<file path="src/rtl/keypad_pkg.sv">
// ============================================================================
// keypad_pkg : shared keypad encodings (entry, search and password stages)
// Rev 1.0
// ============================================================================
`default_nettype none

package keypad_pkg;

    localparam int DEFAULT_DIGIT_W = 4;

    localparam logic [1:0] ST_COLLECT = 2'd0;
    localparam logic [1:0] ST_FULL    = 2'd1;
    localparam logic [1:0] ST_LOCKED  = 2'd2;

    typedef enum logic [1:0] {
        COLLECT = ST_COLLECT,
        FULL    = ST_FULL,
        LOCKED  = ST_LOCKED
    } state_e;

    // Acting key after priority resolution, highest priority listed last.
    typedef enum logic [2:0] {
        KEY_NONE   = 3'd0,
        KEY_DIGIT  = 3'd1,
        KEY_ENTER  = 3'd2,
        KEY_BACK   = 3'd3,
        KEY_CLEAR  = 3'd4,
        KEY_LOGOUT = 3'd5
    } key_e;

    function automatic key_e key_select(
        input logic lo,
        input logic cl,
        input logic bk,
        input logic en,
        input logic dg
    );
        key_e k;
        k = KEY_NONE;
        if (lo)      k = KEY_LOGOUT;
        else if (cl) k = KEY_CLEAR;
        else if (bk) k = KEY_BACK;
        else if (en) k = KEY_ENTER;
        else if (dg) k = KEY_DIGIT;
        return k;
    endfunction

endpackage

`default_nettype wire

</file>
<file path="src/rtl/entry_idle_timer.sv">
// ============================================================================
// entry_idle_timer : counts consecutive idle cycles, flags the TIMEOUT_CYC-th
// Rev 1.0
// ============================================================================
`default_nettype none

module entry_idle_timer #(
    parameter int TIMEOUT_CYC = 1024
) (
    input  logic clk,
    input  logic reset,
    input  logic load,
    input  logic run,
    output logic expire
);

    localparam int CW = $clog2(TIMEOUT_CYC + 1);

    logic [CW-1:0] r_idle;

    // expire marks the cycle that completes the idle window; the caller registers it.
    assign expire = run && !load && (r_idle == CW'(TIMEOUT_CYC - 1));

    always_ff @(posedge clk or posedge reset) begin
        if (reset) begin
            r_idle <= '0;
        end else if (load || !run || expire) begin
            r_idle <= '0;
        end else begin
            r_idle <= r_idle + CW'(1);
        end
    end

endmodule

`default_nettype wire

</file>
<file path="src/rtl/userid_keypad_entry.sv">
// ============================================================================
// userid_keypad_entry : assembles keypad digits into a user ID and locks it
// on ENTER. Optional idle timeout built when USERID_TIMEOUT_EN is defined.
// Rev 1.0
// ============================================================================
`default_nettype none

module userid_keypad_entry
    import keypad_pkg::*;
#(
    parameter int DIGITS      = 4,
    parameter int DIGIT_W     = DEFAULT_DIGIT_W,
    parameter int TIMEOUT_CYC = 1024
) (
    input  logic                         clk,
    input  logic                         reset,
    input  logic                         key_valid,
    input  logic [DIGIT_W-1:0]           key_code,
    input  logic                         key_enter,
    input  logic                         key_back,
    input  logic                         key_clear,
    input  logic                         logout,
    output logic [DIGITS*DIGIT_W-1:0]    userid_entered,
    output logic                         valid,
    output logic [$clog2(DIGITS+1)-1:0]  digit_count,
    output logic                         entry_err,
    output logic                         timeout
);

    localparam int ID_W  = DIGITS * DIGIT_W;
    localparam int CNT_W = $clog2(DIGITS + 1);

    if (DIGITS < 2 || DIGIT_W < 1 || TIMEOUT_CYC < 1) begin : g_param_check
        $error("userid_keypad_entry: DIGITS>=2, DIGIT_W>=1, TIMEOUT_CYC>=1 required");
    end

    state_e           r_state;
    state_e           w_state_nxt;
    logic [ID_W-1:0]  w_id_nxt;
    logic [CNT_W-1:0] w_cnt_nxt;
    logic             w_valid_nxt;
    logic             w_err_nxt;
    logic             w_timeout_nxt;
    logic             w_expire;
    key_e             w_key;

    assign w_key = key_select(logout, key_clear, key_back, key_enter, key_valid);

`ifdef USERID_TIMEOUT_EN
    logic w_any_key;
    logic w_run;

    assign w_any_key = key_valid | key_enter | key_back | key_clear | logout;
    assign w_run     = ((r_state == COLLECT) || (r_state == FULL)) && (digit_count != '0);

    entry_idle_timer #(
        .TIMEOUT_CYC (TIMEOUT_CYC)
    ) u_idle_timer (
        .clk    (clk),
        .reset  (reset),
        .load   (w_any_key),
        .run    (w_run),
        .expire (w_expire)
    );
`else
    assign w_expire = 1'b0;
`endif

    always_ff @(posedge clk or posedge reset) begin
        if (reset) begin
            r_state        <= COLLECT;
            userid_entered <= '0;
            digit_count    <= '0;
            valid          <= 1'b0;
            entry_err      <= 1'b0;
            timeout        <= 1'b0;
        end else begin
            r_state        <= w_state_nxt;
            userid_entered <= w_id_nxt;
            digit_count    <= w_cnt_nxt;
            valid          <= w_valid_nxt;
            entry_err      <= w_err_nxt;
            timeout        <= w_timeout_nxt;
        end
    end

    always_comb begin
        w_state_nxt   = r_state;
        w_id_nxt      = userid_entered;
        w_cnt_nxt     = digit_count;
        w_valid_nxt   = valid;
        w_err_nxt     = 1'b0;
        w_timeout_nxt = 1'b0;

        case (r_state)
            COLLECT, FULL: begin
                w_valid_nxt = 1'b0;
                // A timeout can only fire on a cycle with no key strobe.
                if (w_expire) begin
                    w_state_nxt   = COLLECT;
                    w_id_nxt      = '0;
                    w_cnt_nxt     = '0;
                    w_timeout_nxt = 1'b1;
                end else begin
                    case (w_key)
                        KEY_LOGOUT, KEY_CLEAR: begin
                            w_state_nxt = COLLECT;
                            w_id_nxt    = '0;
                            w_cnt_nxt   = '0;
                        end
                        KEY_BACK: begin
                            if (digit_count != '0) begin
                                w_state_nxt = COLLECT;
                                w_id_nxt    = userid_entered >> DIGIT_W;
                                w_cnt_nxt   = digit_count - CNT_W'(1);
                            end
                        end
                        KEY_ENTER: begin
                            if (r_state == FULL) begin
                                w_state_nxt = LOCKED;
                                w_valid_nxt = 1'b1;
                            end else begin
                                w_err_nxt = 1'b1;
                            end
                        end
                        KEY_DIGIT: begin
                            if (r_state == FULL) begin
                                w_err_nxt = 1'b1;
                            end else begin
                                w_id_nxt  = {userid_entered[ID_W-DIGIT_W-1:0], key_code};
                                w_cnt_nxt = digit_count + CNT_W'(1);
                                if (digit_count == CNT_W'(DIGITS - 1)) begin
                                    w_state_nxt = FULL;
                                end
                            end
                        end
                        default: ;
                    endcase
                end
            end
            LOCKED: begin
                w_valid_nxt = 1'b1;
                if (w_key == KEY_LOGOUT) begin
                    w_state_nxt = COLLECT;
                    w_id_nxt    = '0;
                    w_cnt_nxt   = '0;
                    w_valid_nxt = 1'b0;
                end
            end
            default: begin
                w_state_nxt = COLLECT;
                w_id_nxt    = '0;
                w_cnt_nxt   = '0;
                w_valid_nxt = 1'b0;
            end
        endcase
    end

endmodule

`default_nettype wire

</file>
<file path="config.mk">
export PLATFORM = sky130hd
export DESIGN_NAME = userid_keypad_entry
export DESIGN_NICKNAME = d
export VERILOG_FILES = /design/src/rtl/keypad_pkg.sv /design/src/rtl/entry_idle_timer.sv /design/src/rtl/userid_keypad_entry.sv
export SDC_FILE = /design/constraint.sdc
export NUM_CORES = 1
export LEC_CHECK = 0
export BUFFER_PORTS_ARGS = -buffer_cell sky130_fd_sc_hd__buf_2
export CAP_MARGIN = 25
export CELL_PAD_IN_SITES_DETAIL_PLACEMENT = 1
export CELL_PAD_IN_SITES_GLOBAL_PLACEMENT = 1
export CORE_UTILIZATION = 30
export DETAILED_ROUTE_END_ITERATION = 7
export PLACE_DENSITY = 0.61
export SYNTH_ARGS = -nofsm -noshare
export SYNTH_HDL_FRONTEND = slang
export SYNTH_HIERARCHICAL = 1
export SYNTH_SLANG_ARGS = --single-unit
</file>
<file path="constraint.sdc">
create_clock -name clk -period 2 [get_ports clk]
set_clock_uncertainty 0.05 [all_clocks]
set_input_delay 0.2 -clock clk [delete_from_list [all_inputs] [get_ports clk]]
set_output_delay 0.2 -clock clk [all_outputs]
set_load 0.01 [all_outputs]
</file>
* Word level (Yosys, flattened, before mapping)
Cells that the tools add are included.
** Operators by class
- Mux-type cells :: 29
- Add/subtract/negate cells :: 2
- Equality and inequality tests :: 15
- Reductions and logical operators :: 6
** Operator list (count)
- $mux 16 :: 3
- $pmux 16 s3 :: 1
- $pmux 16 s2 :: 1
- $mux 3 :: 6
- $mux 2 :: 6
- $ne 3x3->1 const B :: 4
- $eq 3x2->1 const B :: 3
- $pmux 3 s3 :: 1
- $pmux 2 s4 :: 1
- $eq 3x3->1 const B :: 2
- $mux 1 :: 6
- $pmux 3 s2 :: 1
- $reduce_and 6->1 :: 1
- $ne 5x1->1 const B :: 1
- $ne 4x1->1 const B :: 1
- $pmux 1 s2 :: 2
- $pmux 2 s2 :: 1
- $reduce_and 4->1 :: 1
- $reduce_or 2->1 :: 2
- $add 3x1->3 const B :: 1
- $eq 3x1->1 const B :: 1
- $reduce_bool 3->1 :: 1
- $sub 3x1->3 const B :: 1
- $eq 2x1->1 const B :: 1
- 3 further kinds :: 3
** Storage, ports and cells
- Word-level logic and storage cells :: 57
- Register bits :: 23

* Depth between registers and ports, before layout
- Depth in word-level cells :: 9
- Depth in mapped cells :: 7

* Worst setup path after synthesis
Ideal clock, no wire load.
- Kind :: input to register
- From :: in key_clear
- To :: reg digit_count[2]
- Required time :: 1820 ps
- Path slack :: 60 ps
- Setup time :: 130 ps
- Stages on the path :: 6
- Arrival :: 1759 ps
- Cell sequence :: or2_2 -> or3_1 -> fa_1 -> nor4_1 -> nand4bb_1 -> nand3_1
** Between the ends
- Word-level cells in the longest chain between the ends :: 6
** RTL lines
- start, declared :: RTL line userid_keypad_entry.sv:21 : input logic key_clear,
- $mux 3 (*) :: RTL line keypad_pkg.sv:41 : else if (cl) k = KEY_CLEAR;
- $mux 3 (*) :: RTL line keypad_pkg.sv:40 : if (lo) k = KEY_LOGOUT;
- $eq 3x3->1 (on tied branches) :: RTL line userid_keypad_entry.sv:105, userid_keypad_entry.sv:143
- $reduce_or 2->1 :: RTL line userid_keypad_entry.sv:105 : case (w_key)
- $pmux 3 s3 or $ne 4x1->1 (tied branches)
- $pmux 3 s2 or $reduce_and 4->1 (tied branches)
- end signal, assigned :: RTL line userid_keypad_entry.sv:80 : digit_count <= w_cnt_nxt;
- end, declared :: RTL line userid_keypad_entry.sv:25 : output logic [$clog2(DIGITS+1)-1:0] digit_count,
Every way passes the cells marked *; elsewhere a longest branch is shown, timed or not.
A chain may end at the register's enable or synchronous reset.

* Worst setup path in the final report
Same ends and word-level chain as after synthesis.

==> results.md <==
- Setup WS pre-CTS: -0.1948 ns
- Syn Inst Count: about 120
- Core area: about 0.0040 mm^2
- Crit Path Max Fanout: 2
- Tmin final: ~1.8 ns
- Setup Viol. Count Final: 0
- Most common cell in the netlist: dfrtp_1
- Flops & latches, synth: 23
- Width of the die: between 60 and 70 um
- WL final: 2990 um
- Pwr Total: around 1.0 mW
- Finished Layout Cells: about 210
- DR DRC count: 0
- Final ANT Viol Nets: 0
- Max Root-Sink Buffers: 2
- Top-level port count: 33
- Synth top area share: 0.4554
- Required time worst endpoint: 2.10 ns
- Fillers: between 400 and 500
- Global route total overflow: 0
- Cell internal pwr: a little over 0.7 mW
- Crit-path slowest cell: fa_1
- Row cnt: 23
- CP Buf/Inv Count: 1
- Antenna diode count: 0
- Distinct cells, synth: 36
- Status: complete, no violations
- Clock Tree Root: clkbuf_8
- Critical path, cell by cell: buf_2 > or2_2 > or3_1 > fa_1 > nor4_2 > nand4bb_1 > nand3_1
- Leading area contributor after synthesis: dfrtp_1
- Vias in the first global route: ~1100
- Top cells by instance count after synthesis: dfrtp_1 (23), a21oi_2 (12), a22oi_1 (12), nor2_1 (12), inv_1 (7)
- Vias per cell: 4.938
- CP Launch Type: primary input
- Crit end category: flop
- Top delay family on crit path: simple AND/OR/NAND/NOR gates
- Fmax: between 500 and 600 MHz
- Initial antenna violation count: 0
- CTS Sinks: 23
- Final WS setup: ~0.15 ns
- Post-Syn Nets: 131
- Asr flop ratio synth: 1.000
- TritonCTS clock tree: yes
- Hpwl dp: between 2000 and 2500 um
- Sw frac: 0.2938
- Net Sw Power: about 0.3 mW
- Initial Util: 0.3137
- Hold Slack: ~0.19 ns
- Routed wire length per instance: between 10 and 15 um
- DIE HEIGHT: ~67 um
- Syn Std Cell Area: between 0.001 and 0.0015 mm^2
- Leakage: around 0.77 nW
- Post-synth EDFFs: 0
- TritonCTS buffer count: 3
- Area added between synthesis and finish: 25.84%
- Register area share after synthesis: 0.4554
- Worst endpoint data arrival time: between 1.5 and 2 ns
- Largest net degree at the start of global routing: 24
- Avg Inst Size Synth: approximately 11 um^2
- GP Congestion: between 0.7 and 0.8
- Worst skew pair latency: between 0.2 and 0.3 ns
- Overall Global Routing Usage: 0.1547
- VDD IR-drop max: around 0.46 mV
- H-Tree Depth: 1
- RSZ-0062 raised after global routing: false
- Layout cells sized above 1: 0.4348
- Setup CP Type: in -> reg
- Nets: ~170
- DR pass1 iterations: 4
- Wire length of the first global-routing pass: just over 5000 um
- Combinational Power Share: 0.201
- Clock Power Share: 0.284
- Die Footprint: about 0.0045 mm^2
- Fin. Hold Viols: 0
- PwrDens: around 640 mW/mm^2
- Port Buffers: 31
- Final Max Tran Viols: 0
- Seq pwr share: 0.515
- Initial drt markers: 30
- Final period utilization: 0.9244
- Worst-path clk slew: roughly 0.09 ns
- Max stage delay on crit path: roughly 0.42 ns
- Placed Instances: ~210
- MaxCap Viol Count: 0
- Largest cells by area after synthesis: dfrtp_1 (46%), a21oi_2 (8.3%), a22oi_1 (7.1%)
- Via count: between 1000 and 1500
- YS warnings: 6
- Setup_tns: 0 ns
- Predominant post-synthesis flop cell: dfrtp_1
- Worst min path class: in -> reg
==> power groups by stage <==
stage / combinational [mW] / clock (mW) / sequential, mW
floorplan: 0.114 / 0 / 0.546
global placement: 0.197 / 0 / 0.535
detailed placement: 0.206 / 0 / 0.537
CTS: 0.207 / 0.304 / 0.528
global route: 0.228 / 0.326 / 0.534
finish: 0.205 / 0.291 / 0.527
==> final cells by class <==
class | instances | area (um^2) | area share
multi-input combinational | 81 | 609.3 | 0.3832
timing repair buffer | 46 | 270.3 | 0.1699
tap | 50 | 62.56 | 0.03934
sequential | 23 | 575.6 | 0.3619
clock inverter | 1 | 5.005 | 0.003147
clock buffer | 3 | 41.29 | 0.02596
inverter | 7 | 26.28 | 0.01652
==> path summary, 6_finish.rpt <==
| check | startpoint | to | slack, ns | cells after the start |
|---|---|---|---|---|
| worst min register to register | userid_entered[3] | userid_entered[3] | 0.50 | 2 |
| min in group asynchronous | reset | digit_count[2] | 0.45 | 4 |
| worst min-delay path | key_code[3] | userid_entered[3] | 0.19 | 3 |
| worst max-delay path | key_clear | digit_count[2] | 0.15 | 7 |
| worst max register to register | digit_count[0] | r_state[0] | 0.24 | 4 |
| max in group asynchronous | reset | userid_entered[0] | 1.21 | 4 |
==> state kept, by name, indices dropped and copies added, names as in the netlist <==
name / count
valid: 1
userid_entered: 16
entry_err: 1
digit_count: 3
r_state: 2
==> logic make-up after synthesis <==
logic type	synth area share
buffers and inverters	0.07624
and+or+nand+nor	0.1733
AOI/OAI and AO/OA	0.2594
DFF	0.4554
adders and majority gates	0.01584
other	0.002967
muxes	0.01683
==> worst register-to-register path, delay by kind of cell, from the launching register on <==
kind / cells / cell delay [ns]
mux: 1 / 0.36
simple gates: 1 / 0.44
compound gates: 2 / 0.33
flops: 1 / 0.46
==> repair_timing <==
item	in CTS	in global routing
setup endpoints to repair	0	1
resized for setup	0	1
setup buffers	0	0
endpoints found under the hold margin	23	0
hold buffers	1	0
==> per-layer routing <==
layer	GRT usage	vias to the layer above	wire [um]
li1	-	514	-
met1	0.2021	503	1400
met2	0.2576	21	1462
met3	0.03596	4	107
met4	0.03191	0	19
met5	0	-	0
==> placed cells by master, fill, tap and decap left out, drive strengths merged, types with 2 or more instances in the layout <==
master and instances:
a41o 2, inv 7, o21ai 6, nand2b 2
nor4 2, buf 45, or3 2, clkbuf 3
nand2 4, a22oi 12, dfrtp 23, nand3 6
nor2 13, a21oi 14
==> per-stage QoR <==
step	instance area, um^2	utilization
after floorplan	1264	-
after global placement	1528	0.3792
after detailed placement	1528	0.3792
after CTS	1584	0.3932
after global routing	1590	0.3947
final	1590	0.3947
(Power assumes the default switching activity.)
